### src/rtl/spi_shader_loader_if.sv
// SPI pin and shader-memory port bundle for spi_shader_loader.
// slave: the loader itself; master: the SPI host / memory side.
interface spi_shader_loader_if #(
  parameter int INSTR_W = 8,
  parameter int DEPTH   = 16
);
  localparam int ADDR_W = $clog2(DEPTH);

  logic               spi_sclk_i;
  logic               spi_mosi_i;
  logic               spi_cs_i;
  logic               spi_miso_o;
  logic               mem_we_o;
  logic [ADDR_W-1:0]  mem_addr_o;
  logic [INSTR_W-1:0] mem_wdata_o;
  logic [INSTR_W-1:0] mem_rdata_i;
  logic               loading_o;
  logic               done_o;

  modport slave (
    input  spi_sclk_i, spi_mosi_i, spi_cs_i, mem_rdata_i,
    output spi_miso_o, mem_we_o, mem_addr_o, mem_wdata_o, loading_o, done_o
  );

  modport master (
    output spi_sclk_i, spi_mosi_i, spi_cs_i, mem_rdata_i,
    input  spi_miso_o, mem_we_o, mem_addr_o, mem_wdata_o, loading_o, done_o
  );
endinterface

### src/rtl/spi_shader_loader.sv
// SPI mode-0 target that writes shader words into instruction memory
// (command 0x00) or streams them back on MISO (command 0x01).
module spi_shader_loader #(
  parameter int INSTR_W     = 8,
  parameter int DEPTH       = 16,
  parameter int SYNC_STAGES = 2
) (
  input logic               clk,
  input logic               rst_n,
  spi_shader_loader_if.slave bus
);
  localparam int ADDR_W = $clog2(DEPTH);
  localparam int CNT_W  = $clog2((INSTR_W > 8) ? INSTR_W : 8);
  localparam int WSH_W  = INSTR_W - 1;
  localparam logic [CNT_W-1:0] CMD_LAST  = CNT_W'(7);
  localparam logic [CNT_W-1:0] WORD_LAST = CNT_W'(INSTR_W - 1);

  typedef enum logic [2:0] {IDLE, CMD, WRITE, READ, IGNORE} state_t;

  logic [SYNC_STAGES-1:0] sclk_sync, mosi_sync, cs_sync;
  logic                   sclk_d, cs_d;
  logic                   sclk_s, mosi_s, cs_s;
  logic                   rise, fall, cs_rise, cs_fall;

  state_t             state;
  logic [CNT_W-1:0]   cnt;
  logic [6:0]         cmd_sh;
  logic [WSH_W-1:0]   wsh;
  logic [INSTR_W-1:0] rsh, rsh_next;
  logic [ADDR_W-1:0]  addr;
  logic [INSTR_W-1:0] wdata;
  logic               we, miso, loading, done, wrote;

  assign sclk_s  = sclk_sync[SYNC_STAGES-1];
  assign mosi_s  = mosi_sync[SYNC_STAGES-1];
  assign cs_s    = cs_sync[SYNC_STAGES-1];
  assign rise    = sclk_s & ~sclk_d;
  assign fall    = ~sclk_s & sclk_d;
  assign cs_rise = cs_s & ~cs_d;
  assign cs_fall = ~cs_s & cs_d;

  assign bus.spi_miso_o  = miso;
  assign bus.mem_we_o    = we;
  assign bus.mem_addr_o  = addr;
  assign bus.mem_wdata_o = wdata;
  assign bus.loading_o   = loading;
  assign bus.done_o      = done;

  // Synchronise the asynchronous SPI pins and keep one delayed copy for edge detection.
  always_ff @(posedge clk or negedge rst_n) begin
    if (!rst_n) begin
      sclk_sync <= '0;
      mosi_sync <= '0;
      cs_sync   <= '0;
      sclk_d    <= 1'b0;
      cs_d      <= 1'b0;
    end else begin
      sclk_sync <= {sclk_sync[SYNC_STAGES-2:0], bus.spi_sclk_i};
      mosi_sync <= {mosi_sync[SYNC_STAGES-2:0], bus.spi_mosi_i};
      cs_sync   <= {cs_sync[SYNC_STAGES-2:0], bus.spi_cs_i};
      sclk_d    <= sclk_s;
      cs_d      <= cs_s;
    end
  end

  // Read shifter: first bit of a word reloads from memory, later bits shift left.
  always_comb begin
    rsh_next = rsh << 1;
    if (cnt == '0) rsh_next = bus.mem_rdata_i;
  end

  // Transaction FSM with all outputs registered; CS edges take priority over SCLK edges.
  always_ff @(posedge clk or negedge rst_n) begin
    if (!rst_n) begin
      state   <= IDLE;
      cnt     <= '0;
      cmd_sh  <= '0;
      wsh     <= '0;
      rsh     <= '0;
      addr    <= '0;
      wdata   <= '0;
      we      <= 1'b0;
      miso    <= 1'b0;
      loading <= 1'b0;
      done    <= 1'b0;
      wrote   <= 1'b0;
    end else begin
      we   <= 1'b0;
      done <= 1'b0;
      // address advances the cycle after the write strobe, so the write uses the old value
      if (we) addr <= addr + ADDR_W'(1);
      if (cs_rise) begin
        state   <= IDLE;
        cnt     <= '0;
        miso    <= 1'b0;
        loading <= 1'b0;
        done    <= wrote;
        wrote   <= 1'b0;
      end else if (cs_fall) begin
        state   <= CMD;
        cnt     <= '0;
        addr    <= '0;
        miso    <= 1'b0;
        loading <= 1'b0;
        wrote   <= 1'b0;
      end else begin
        case (state)
          CMD: begin
            if (rise) begin
              cmd_sh <= 7'({cmd_sh, mosi_s});
              if (cnt == CMD_LAST) begin
                cnt <= '0;
                case ({cmd_sh, mosi_s})
                  8'h00: begin
                    state   <= WRITE;
                    loading <= 1'b1;
                  end
                  8'h01:   state <= READ;
                  default: state <= IGNORE;
                endcase
              end else begin
                cnt <= cnt + CNT_W'(1);
              end
            end
          end
          WRITE: begin
            if (rise) begin
              wsh <= WSH_W'({wsh, mosi_s});
              if (cnt == WORD_LAST) begin
                cnt   <= '0;
                wdata <= {wsh, mosi_s};
                we    <= 1'b1;
                wrote <= 1'b1;
              end else begin
                cnt <= cnt + CNT_W'(1);
              end
            end
          end
          READ: begin
            if (fall) begin
              rsh  <= rsh_next;
              miso <= rsh_next[INSTR_W-1];
            end else if (rise) begin
              if (cnt == WORD_LAST) begin
                cnt  <= '0;
                addr <= addr + ADDR_W'(1);
              end else begin
                cnt <= cnt + CNT_W'(1);
              end
            end
          end
          default: ;
        endcase
      end
    end
  end
endmodule

### src/flat_wrapper.sv
// flat-port wrapper written by rule: the top's interface ports become plain ports
module spi_shader_loader_flat 
#(
  parameter int INSTR_W     = 8,
  parameter int DEPTH       = 16,
  parameter int SYNC_STAGES = 2
)
  (clk, rst_n, bus_spi_sclk_i, bus_spi_mosi_i, bus_spi_cs_i, bus_mem_rdata_i, bus_spi_miso_o, bus_mem_we_o, bus_mem_addr_o, bus_mem_wdata_o, bus_loading_o, bus_done_o);
  spi_shader_loader_if #(.INSTR_W(INSTR_W), .DEPTH(DEPTH)) bus_i ();
  input logic clk;
  input logic rst_n;
  input wire logic [$bits(bus_i.spi_sclk_i)-1:0] bus_spi_sclk_i;
  input wire logic [$bits(bus_i.spi_mosi_i)-1:0] bus_spi_mosi_i;
  input wire logic [$bits(bus_i.spi_cs_i)-1:0] bus_spi_cs_i;
  input wire logic [$bits(bus_i.mem_rdata_i)-1:0] bus_mem_rdata_i;
  output wire logic [$bits(bus_i.spi_miso_o)-1:0] bus_spi_miso_o;
  output wire logic [$bits(bus_i.mem_we_o)-1:0] bus_mem_we_o;
  output wire logic [$bits(bus_i.mem_addr_o)-1:0] bus_mem_addr_o;
  output wire logic [$bits(bus_i.mem_wdata_o)-1:0] bus_mem_wdata_o;
  output wire logic [$bits(bus_i.loading_o)-1:0] bus_loading_o;
  output wire logic [$bits(bus_i.done_o)-1:0] bus_done_o;
  assign bus_i.spi_sclk_i = bus_spi_sclk_i;
  assign bus_i.spi_mosi_i = bus_spi_mosi_i;
  assign bus_i.spi_cs_i = bus_spi_cs_i;
  assign bus_i.mem_rdata_i = bus_mem_rdata_i;
  assign bus_spi_miso_o = bus_i.spi_miso_o;
  assign bus_mem_we_o = bus_i.mem_we_o;
  assign bus_mem_addr_o = bus_i.mem_addr_o;
  assign bus_mem_wdata_o = bus_i.mem_wdata_o;
  assign bus_loading_o = bus_i.loading_o;
  assign bus_done_o = bus_i.done_o;
  spi_shader_loader #(.INSTR_W(INSTR_W), .DEPTH(DEPTH), .SYNC_STAGES(SYNC_STAGES)) u_core (.clk(clk), .rst_n(rst_n), .bus(bus_i));
endmodule
### config.mk
export PLATFORM = sky130hd
export DESIGN_NAME = spi_shader_loader_flat
export DESIGN_NICKNAME = d
export VERILOG_FILES = /design/src/rtl/spi_shader_loader_if.sv /design/src/rtl/spi_shader_loader.sv /design/src/flat_wrapper.sv
export SDC_FILE = /design/constraint.sdc
export NUM_CORES = 1
export LEC_CHECK = 0
export ABC_CLOCK_PERIOD_IN_PS = 4800
export CAP_MARGIN = 20
export CORE_ASPECT_RATIO = 1.1
export CORE_UTILIZATION = 50
export DETAILED_ROUTE_END_ITERATION = 12
export DONT_BUFFER_PORTS = 1
export GPL_TIMING_DRIVEN = 0
export MAX_ROUTING_LAYER = met4
export PLACE_DENSITY = 0.68
export REMOVE_ABC_BUFFERS = 1
export SLEW_MARGIN = 5
export SYNTH_ARGS = -nofsm -noshare
export SYNTH_HDL_FRONTEND = slang
export SYNTH_SLANG_ARGS = --single-unit
### constraint.sdc
create_clock -name clk -period 4.8 [get_ports clk]
set_clock_uncertainty 0.2 [all_clocks]
set_input_delay 0.24 -clock clk [delete_from_list [all_inputs] [get_ports clk]]
set_output_delay 0.24 -clock clk [all_outputs]
set_load 0.1 [all_outputs]
==> results.json, run 1 <==
{
  "status": "finished clean",
  "htree_levels": 2,
  "slew_headroom": 0.349,
  "dp_hpwl_mm": 2.74,
  "seqPwrFrac": 0.567,
  "postCtsSetupRepairBufs": 0,
  "critPathLaunchType": "register",
  "yosysTopAreaCellShare": 0.570,
  "overflow": 0,
  "synth_xor_xnor_area_share": 0.00384,
  "netlist_instances": 185,
  "synth-async-reset-ratio": 1.00,
  "power.density_nw_per_um2": 385,
  "post-place-cells": 233,
  "crit_type": "reg2reg",
  "worstRegToRegCells": 6,
  "synth-edff-count": 0,
  "netlist_area_um2": 2280,
  "cts_buffer_depth": 2,
  "fin_crit_ns": 2.76,
  "rows": 25,
  "comb_power_share": 0.168,
  "setup_tns_ns": 0,
  "first_pass_iters": 4,
  "period_share": 0.575,
  "remaining_drc_errors": 0,
  "vias_per_cell": 5.57,
  "synthAdderAreaFrac": 0.0329,
  "worst_slew_pin_slew_ns": 0.977,
  "max-cap-violations": 0,
  "holdCritPathClass": "in2reg",
  "antenna_found_initial": 0,
  "synth_top_family_by_area": "multiplexers",
  "synth.area.top_cells": "dfrtp_1, mux2_2, mux2i_1",
  "crit_path_max_fanout": 12,
  "drt_iter0_markers": 66,
  "ios": 29,
  "arrival_ns": 2.75,
  "coreArea_um2": 4350,
  "ant_nets": 0,
  "cts_inserted_buffers": 5,
  "seq_area_frac_synth": 0.570,
  "clockRootBuffer": "clkbuf_8",
  "rsz0062_at_grt": "false",
  "power.leakage_nw": 1.26,
  "ys_seq_elements": 52,
  "drt-total-wl_mm": 3.99,
  "die_w_um": 66.4,
  "slew_violations": 0,
  "clk_pin_slew_ns": 0.09,
  "grt_max_degree": 53,
  "stdcell_count": 253,
  "clk_latency_ns": 0.31,
  "multi_input_area_um2": 910,
  "start_util": 0.525,
  "synthSimpleGateAreaFrac": 0.121,
  "max-vdd-ir-drop_uv": 227,
  "nFillCells": 356,
  "fmax_mhz": 363,
  "internal_power_uw": 673,
  "swShare": 0.314,
  "cts_sinks": 52,
  "synth-compound-area-share": 0.0878,
  "die_y_um": 72.8,
  "area_delta_synth_final_pct": 11.7,
  "ys_types": 41,
  "required_ns": 4.79,
  "final_common_cell": "dfrtp_1",
  "layout_common_cells": "dfrtp_1, mux2_2, o21ai_0",
  "post_drt_wl_per_cell_um": 15.8,
  "grt_first_pass_wirelength_mm": 6.62,
  "vias": 1409,
  "diodes": 0,
  "grt_usage": 0.193,
  "finalHoldViolations": 0,
  "yosysTopAreaCell": "dfrtp_1",
  "cp-end-kind": "register",
  "synth_mux_area_frac": 0.153,
  "p_switching_uw": 308,
  "portBuffers": 0,
  "seq_area_um2": 1300,
  "setup_viol_count_final": 0,
  "dieArea_um2": 4840,
  "tritoncts": "done",
  "holdPathStages": 3,
  "yosys_warnings": 0,
  "clockPowerShare": 0.264,
  "grt_pass1_vias": 1477,
  "synth_area_per_cell_um2": 12.3,
  "layout.nets": 217,
  "drive_above_1_share": 0.181,
  "globalplace.congestion": 0.827,
  "synth-main-ff-cell": "dfrtp_1"
}
per-stage QoR:
stage / power, mW / hold WS, ns / setup WS (ns) / utilization / area (um^2)
floorplan: 0.677 / -0.256 / 2.33 / - / 2250
global placement: 0.699 / -0.254 / 2.09 / 0.533 / 2320
detailed placement: 0.714 / -0.254 / 2.03 / 0.533 / 2320
CTS: 0.990 / 0.0236 / 2.02 / 0.586 / 2550
global route: 1.03 / 0.0451 / 1.92 / 0.586 / 2550
finish: 0.981 / 0.0312 / 2.04 / 0.586 / 2550
cells by family after synthesis:
kind of cell / after synthesis
buf+inv: 16
flops: 52
xor+xnor: 1
compound gates: 32
simple gates: 46
fa+ha+maj: 6
mux: 32
cell usage after synthesis, types with 2 or more instances:
cell type  instances
o31ai_1            2
mux2_2            22
dfrtp_1           52
ha_1               6
nor2b_1            3
mux2i_1            9
or3_1              2
o21ai_0           13
a21oi_1            8
nand2b_1           3
nor2_1             9
or4_1              2
inv_1             10
buf_2              2
clkbuf_1           3
nand3_1            2
nor3_1             3
nand2_1           11
metal layers:
metal / part of all wire / vias to the layer above / track usage / wire, um
li1: - / 678 / - / -
met1: 0.43 / 692 / 0.219 / 1730
met2: 0.51 / 32 / 0.319 / 2020
met3: 0.040 / 7 / 0.0594 / 161
met4: 0.019 / 0 / 0.0709 / 76
met5: 0 / - / - / 0
worst paths after layout:
check / startpoint / end / slack (ns)
hold reg to reg: u_core.cs_sync[0] / u_core.cs_sync[1] / 0.16
hold / removal: bus_mem_rdata_i[7] / u_core.bus.spi_miso_o / 0.03
min in group asynchronous: rst_n / u_core.bus.mem_addr_o[0] / 0.24
setup / recovery: u_core.cs_d / u_core.bus.mem_wdata_o[1] / 2.04
setup reg to reg: u_core.cs_d / u_core.bus.mem_wdata_o[1] / 2.04
max in group asynchronous: rst_n / u_core.sclk_sync[0] / 3.94
critical path, cell delays in order, from the launching register on:
cell and delay [ns]:
dfrtp_1 0.37, inv_1 0.05, ha_1 0.49, inv_1 0.14
or4_1 0.77, nor2_8 0.25, mux2_2 0.37
cell type report:
class	count	area share
clock buffers	5	0.0270
clock inverters	3	0.0103
inverters	10	0.0147
multi-input cells	117	0.357
flip-flops and latches	52	0.511
well taps	54	0.0265
repair buffers	12	0.0540
flip-flops by register name, indices dropped and copies added (netlist names), 2 cells and up:
signal                  flops
u_core.bus.mem_addr_o       4
u_core.bus.mem_wdata_o      8
u_core.cmd_sh               7
u_core.cnt                  3
u_core.cs_sync              2
u_core.mosi_sync            2
u_core.rsh                  7
u_core.sclk_sync            2
u_core.state                3
u_core.wsh                  7
power groups by stage:
stage                     clock network [mW]  logic [mW]  registers, mW
after floorplan                            0       0.122          0.555
after global routing                   0.283       0.183          0.564
after detailed placement                   0       0.148          0.566
after CTS                              0.266       0.167          0.557
final                                  0.259       0.165          0.557
after global placement                     0       0.138          0.562
what timing repair did:
item,CTS,global route
gates resized for setup,0,0
hold endpoints to repair,62,0
hold buffers,12,0
No activity file was read; power rests on OpenSTA's default activity.
==> run 2: changes to the inputs <==
ABC_AREA = 1   (was unset)
ABC_CLOCK_PERIOD_IN_PS = 2500   (was 4800)
PLACE_DENSITY = 0.71   (was 0.68)
clock period = 2.5 ns   (was 4.8 ns; I/O delays follow)
==> run 2 against run 1 <==
  * Synthesized cell count is 45% higher
  * Wire length rose by 2.1%
  * Area after synthesis is 4.4% higher
  * Core utilization rose by 1.2 points
  * Global-route usage increased by 0.65 points
  * Flip-flop and latch count did not move
  * Critical path depth increased by 1
  * Worst hold slack improved by 0.094 ns
  * Sequential power grew 120%
  * Largest power group unchanged
==> results.json, run 2 <==
{
  "layout_common_cells": "nand2_1, dfrtp_1, inv_1",
  "arrival_ns": 2.27,
  "holdCritPathClass": "in2async",
  "synth-async-reset-ratio": 1.00,
  "drt_iter0_markers": 114,
  "ant_nets": 0,
  "grt_max_degree": 53,
  "power.density_nw_per_um2": 839,
  "vias_per_cell": 5.17,
  "fin_crit_ns": 2.27,
  "power.leakage_nw": 1.26,
  "largest_register_ffs": 8,
  "synth_area_per_cell_um2": 8.89,
  "layout.nets": 301,
  "vias": 1742,
  "diodes": 0,
  "setup_viol_count_final": 0,
  "grt_pass1_vias": 1704,
  "yosysTopAreaCell": "dfrtp_1",
  "antenna_found_initial": 0,
  "ys_seq_elements": 52,
  "die_w_um": 67.8,
  "yosys_warnings": 0,
  "grt_first_pass_wirelength_mm": 7.23,
  "portBuffers": 0,
  "synth.area.top_cells": "dfrtp_1, nand2_1, o21ai_0",
  "coreArea_um2": 4440,
  "ys_types": 28,
  "slew_headroom": 0.285,
  "final_core_util": 0.599,
  "tritoncts": "done",
  "post-place-cells": 316,
  "synth-main-ff-cell": "dfrtp_1",
  "status": "finished clean",
  "critPathLaunchType": "register",
  "seq_area_frac_synth": 0.546,
  "globalplace.congestion": 0.815,
  "cp_cell_sequence": "inv_1 -> ha_1 -> inv_2 -> nor3_4 -> nand2_2 -> nand2_1 -> o21ai_2",
  "crit_type": "reg2reg",
  "clk_latency_ns": 0.31,
  "synth-edff-count": 0,
  "slowest_stage": "nor3_4",
  "slew_violations": 0,
  "first_pass_iters": 4,
  "nFillCells": 379,
  "cts_sinks": 52,
  "clk_pin_slew_ns": 0.10,
  "max-cap-violations": 0,
  "postCtsSetupRepairBufs": 0,
  "netlist_instances": 268,
  "ios": 29,
  "worst_slew_pin_slew_ns": 1.07,
  "cp-end-kind": "register",
  "post_drt_wl_per_cell_um": 12.1,
  "rsz0062_at_grt": "false",
  "htree_levels": 2,
  "cts_buffer_depth": 2,
  "synthMostInstantiatedCell": "nand2_1",
  "netlist_area_um2": 2380,
  "finalHoldViolations": 0,
  "required_ns": 2.50,
  "final_common_cell": "nand2_1",
  "grt_usage": 0.199,
  "clockRootBuffer": "clkbuf_8",
  "cpPeakStageDelay_ns": 0.46,
  "start_util": 0.536,
  "area_delta_synth_final_pct": 11.6,
  "cts_inserted_buffers": 5,
  "crit_path_max_fanout": 16,
  "setup_tns_ns": 0,
  "dp_hpwl_mm": 2.78,
  "remaining_drc_errors": 0,
  "drt-total-wl_mm": 4.07,
  "fmax_mhz": 440,
  "synth_common_cells": "nand2_1, dfrtp_1, inv_1",
  "period_share": 0.909,
  "dieArea_um2": 5050,
  "overflow": 0,
  "rows": 25,
  "yosysTopAreaCellShare": 0.546,
  "max-vdd-ir-drop_uv": 605,
  "die_y_um": 74.4,
  "stdcell_count": 337,
  "drive_above_1_share": 0.102
}
[run 2: cell count changes in the layout (fill, tap and decap cells not counted), sizes merged, moves of 7 or more]
cell	change
inv	+28
mux2i	-9
nand2	+65
mux2	-23
nand3	+11
o211ai	+7
o21ai	+27
[run 2: what timing repair did]
action,4_1_cts,5_1_grt
hold endpoints to repair,63,0
gates resized for setup,0,0
hold buffers,13,0
[run 2: metrics by stage]
stage	hold slack, ns	area (um^2)	total power, mW	worst slack (ns)
after floorplan	-0.371	2350	1.61	0.398
after global placement	-0.369	2410	1.69	0.246
after detailed placement	-0.369	2410	1.71	0.235
after CTS	0.145	2660	2.25	0.204
after global routing	0.164	2660	2.38	0.00185
final	0.126	2660	2.23	0.228
[run 2: critical path, delay by kind of cell, from the launching register on]
family,cells,cell delay [ns]
AND/OR/NAND/NOR,3,0.98
adder cells (fa/ha/maj),1,0.38
flip-flops,1,0.37
buffers and inverters,2,0.14
AO/OA/AOI/OAI,1,0.07
[run 2: final cells by class]
type / count / area, um^2 / share of cell area
sequential: 52 / 1300 / 0.489
multi-input combinational: 171 / 898 / 0.338
timing repair buffer: 13 / 148 / 0.0555
inverter: 39 / 146 / 0.0551
clock buffer: 6 / 82.6 / 0.0311
tap: 54 / 67.6 / 0.0254
clock inverter: 2 / 15.0 / 0.00565
[run 2: kinds of logic (layout without fill, tap and decap cells)]
group                      after synthesis  after routing  share of synthesized area
buffers and inverters                   45             60                     0.0767
adders and majority gates                6              6                     0.0315
xor gates and xnor gates                 2              2                    0.00735
DFF                                     52             52                      0.546
AOI/OAI and AO/OA                       54             54                      0.138
and+or+nand+nor                        109            109                      0.201
[run 2: final timing paths]
path                       slack, ns                        end  cells past startpoint           startpoint
setup / recovery                0.23  u_core.bus.mem_wdata_o[0]                      7          u_core.cs_d
hold / removal                  0.13  u_core.bus.mem_wdata_o[0]                      2                rst_n
setup reg to reg                0.23  u_core.bus.mem_wdata_o[0]                      7          u_core.cs_d
hold reg to reg                 0.15        u_core.sclk_sync[1]                      0  u_core.sclk_sync[0]
max in group asynchronous       1.75      u_core.bus.spi_miso_o                      2                rst_n
min in group clk                0.15        u_core.sclk_sync[1]                      0  u_core.sclk_sync[0]
[run 2: power breakdown]
group          leakage (nW)  switching (mW)  internal (mW)  total [mW]
Sequential            0.665           0.236           1.01        1.24
Combinational         0.555           0.323          0.168       0.491
Clock                0.0434           0.273          0.224       0.498
[run 2: metal layers]
metal	GRT usage	vias up	share of wire
met5	-	-	0
met4	0.0718	0	0.017
met3	0.0521	6	0.036
met2	0.314	26	0.46
met1	0.246	820	0.48
li1	-	890	-
==> run 3: changes to the inputs <==
CELL_PAD_IN_SITES_DETAIL_PLACEMENT = 0   (was unset)
CELL_PAD_IN_SITES_GLOBAL_PLACEMENT = 1   (was unset)
CORE_UTILIZATION = 43   (was 50)
PLACE_DENSITY = 0.78   (was 0.71)
==> run 3 against run 2 <==
  * Total power shrank 0.31%
  * Cell count grew 6.2%
  * Cell area grew 0.94%
  * Count of clock-buffer cells in the layout shrank 1
  * Combinational power shrank 2%
  * Non-clock buffer count is the same
  * Fmax grew 1.8%
  * Critical path depth is the same
  * Sequential share of layout area shrank 0.46 points
  * Clock power is essentially flat
==> results.json, run 3 (synthesis gave the netlist of run 2 again) <==
{
  "slew_violations": 0,
  "cts_resized": 0,
  "rows": 28,
  "cts_buffer_depth": 2,
  "first_pass_iters": 4,
  "drt_iter0_markers": 87,
  "wl_met3_um": 133,
  "crit_path_max_fanout": 7,
  "layout.nets": 301,
  "ios": 29,
  "worstRegToRegCells": 7,
  "arrival_ns": 2.22,
  "reg2reg_slack_ns": 0.27,
  "period_share": 0.893,
  "critPathLaunchType": "register",
  "grt_first_pass_wirelength_mm": 7.23,
  "top_layer": "met4",
  "worst_slew_pin_slew_ns": 1.09,
  "rsz0062_at_grt": "false",
  "overflow": 0,
  "area_delta_synth_final_pct": 12.7,
  "slew_headroom": 0.276,
  "multi_input_area_um2": 898,
  "grt_max_degree": 53,
  "vias": 1695,
  "start_util": 0.444,
  "grt_pass1_vias": 1661,
  "fmax_mhz": 448,
  "finalHoldViolations": 0,
  "die_w_um": 73.0,
  "tritoncts": "done",
  "finalPower_mw": 2.22,
  "power.density_nw_per_um2": 829,
  "setup_viol_count_final": 0,
  "final_common_cell": "nand2_1",
  "holdCritPathClass": "in2async",
  "coreArea_um2": 5360,
  "setup_tns_ns": 0,
  "power.leakage_nw": 1.27,
  "antenna_found_initial": 0,
  "grt_usage": 0.164,
  "htree_levels": 2,
  "clockRootBuffer": "clkbuf_8",
  "fin_crit_ns": 2.23,
  "globalplace.congestion": 0.756,
  "die_y_um": 80.1,
  "layout_common_cells": "nand2_1, dfrtp_1, inv_1",
  "dr_wl_met2_mm": 1.93,
  "status": "finished clean",
  "nFillCells": 534,
  "ant_nets": 0,
  "remaining_drc_errors": 0,
  "portBuffers": 0,
  "largest_register_ffs": 8,
  "dp_hpwl_mm": 2.73,
  "max-vdd-ir-drop_uv": 401,
  "drive_above_1_share": 0.102,
  "clk_pin_slew_ns": 0.10,
  "dieArea_um2": 5840,
  "max-cap-violations": 0,
  "cp-end-kind": "register",
  "wl_met1_mm": 1.98,
  "drt-total-wl_mm": 4.09,
  "crit_type": "reg2reg",
  "post_drt_wl_per_cell_um": 11.4,
  "cts_sinks": 52,
  "diodes": 0,
  "required_ns": 2.48,
  "cts_inserted_buffers": 5,
  "vias_per_cell": 4.73,
  "clk_latency_ns": 0.31,
  "seq_area_um2": 1300
}
## run 3: cell count changes in the layout (fill, tap and decap cells not counted), sizes merged
cell,delta
clkbuf,-1
clkinv,+1
inv,+1
clkinvlp,-1
## run 3: routing by layer
metal  vias up  track usage
met5         -            -
met4         0       0.0412
met3         4       0.0414
met2        21        0.270
met1       784        0.204
li1        886            -
## run 3: worst paths after layout
check                                         startpoint                        end
worst max-delay path            u_core.bus.mem_addr_o[0]   u_core.bus.mem_addr_o[1]
worst min-delay path                               rst_n  u_core.bus.mem_wdata_o[6]
worst max register to register  u_core.bus.mem_addr_o[0]   u_core.bus.mem_addr_o[1]
worst min register to register       u_core.sclk_sync[0]        u_core.sclk_sync[1]
max in group asynchronous                          rst_n   u_core.bus.mem_addr_o[2]
min in group clk                     u_core.sclk_sync[0]        u_core.sclk_sync[1]
## run 3: power by group
group | switching (mW) | internal, mW
clock network | 0.293 | 0.206
logic | 0.314 | 0.168
registers | 0.236 | 1.01
## run 3: critical path, stage by stage (launching register included)
cell and delay [ns]:
dfrtp_1 1.07, ha_1 0.37, inv_1 0.07, nand2_1 0.04, o21ai_0 0.14, nand2_1 0.08, nand3_1 0.06, o21ai_0 0.07
## run 3: area by class of cell
type,count,share of cell area
Sequential cell,52,0.485
Clock inverter,3,0.0103
Multi-Input combinational cell,171,0.335
Tap cell,75,0.0350
Inverter,39,0.0545
Timing Repair Buffer,13,0.0550
Clock buffer,5,0.0256
## run 3: what timing repair did
| action | in CTS | in global routing |
|---|---|---|
| hold buffers | 13 | 0 |
| setup buffers | 0 | 0 |
| endpoints found under the hold margin | 63 | 0 |
| setup endpoints to repair | 0 | 8 |
## run 3: through the flow
step | utilization | setup WS, ns | cells | instance area (um^2) | hold slack [ns]
3_3_place_gp | 0.455 | 0.171 | 337 | 2440 | -0.369
3_5_place_dp | 0.455 | 0.183 | 337 | 2440 | -0.370
5_1_grt | 0.501 | 0.0375 | 358 | 2680 | 0.136
6_report | 0.501 | 0.267 | 358 | 2680 | 0.129
4_1_cts | 0.501 | 0.156 | 358 | 2680 | 0.115
2_1_floorplan | - | 0.398 | 262 | 2350 | -0.371
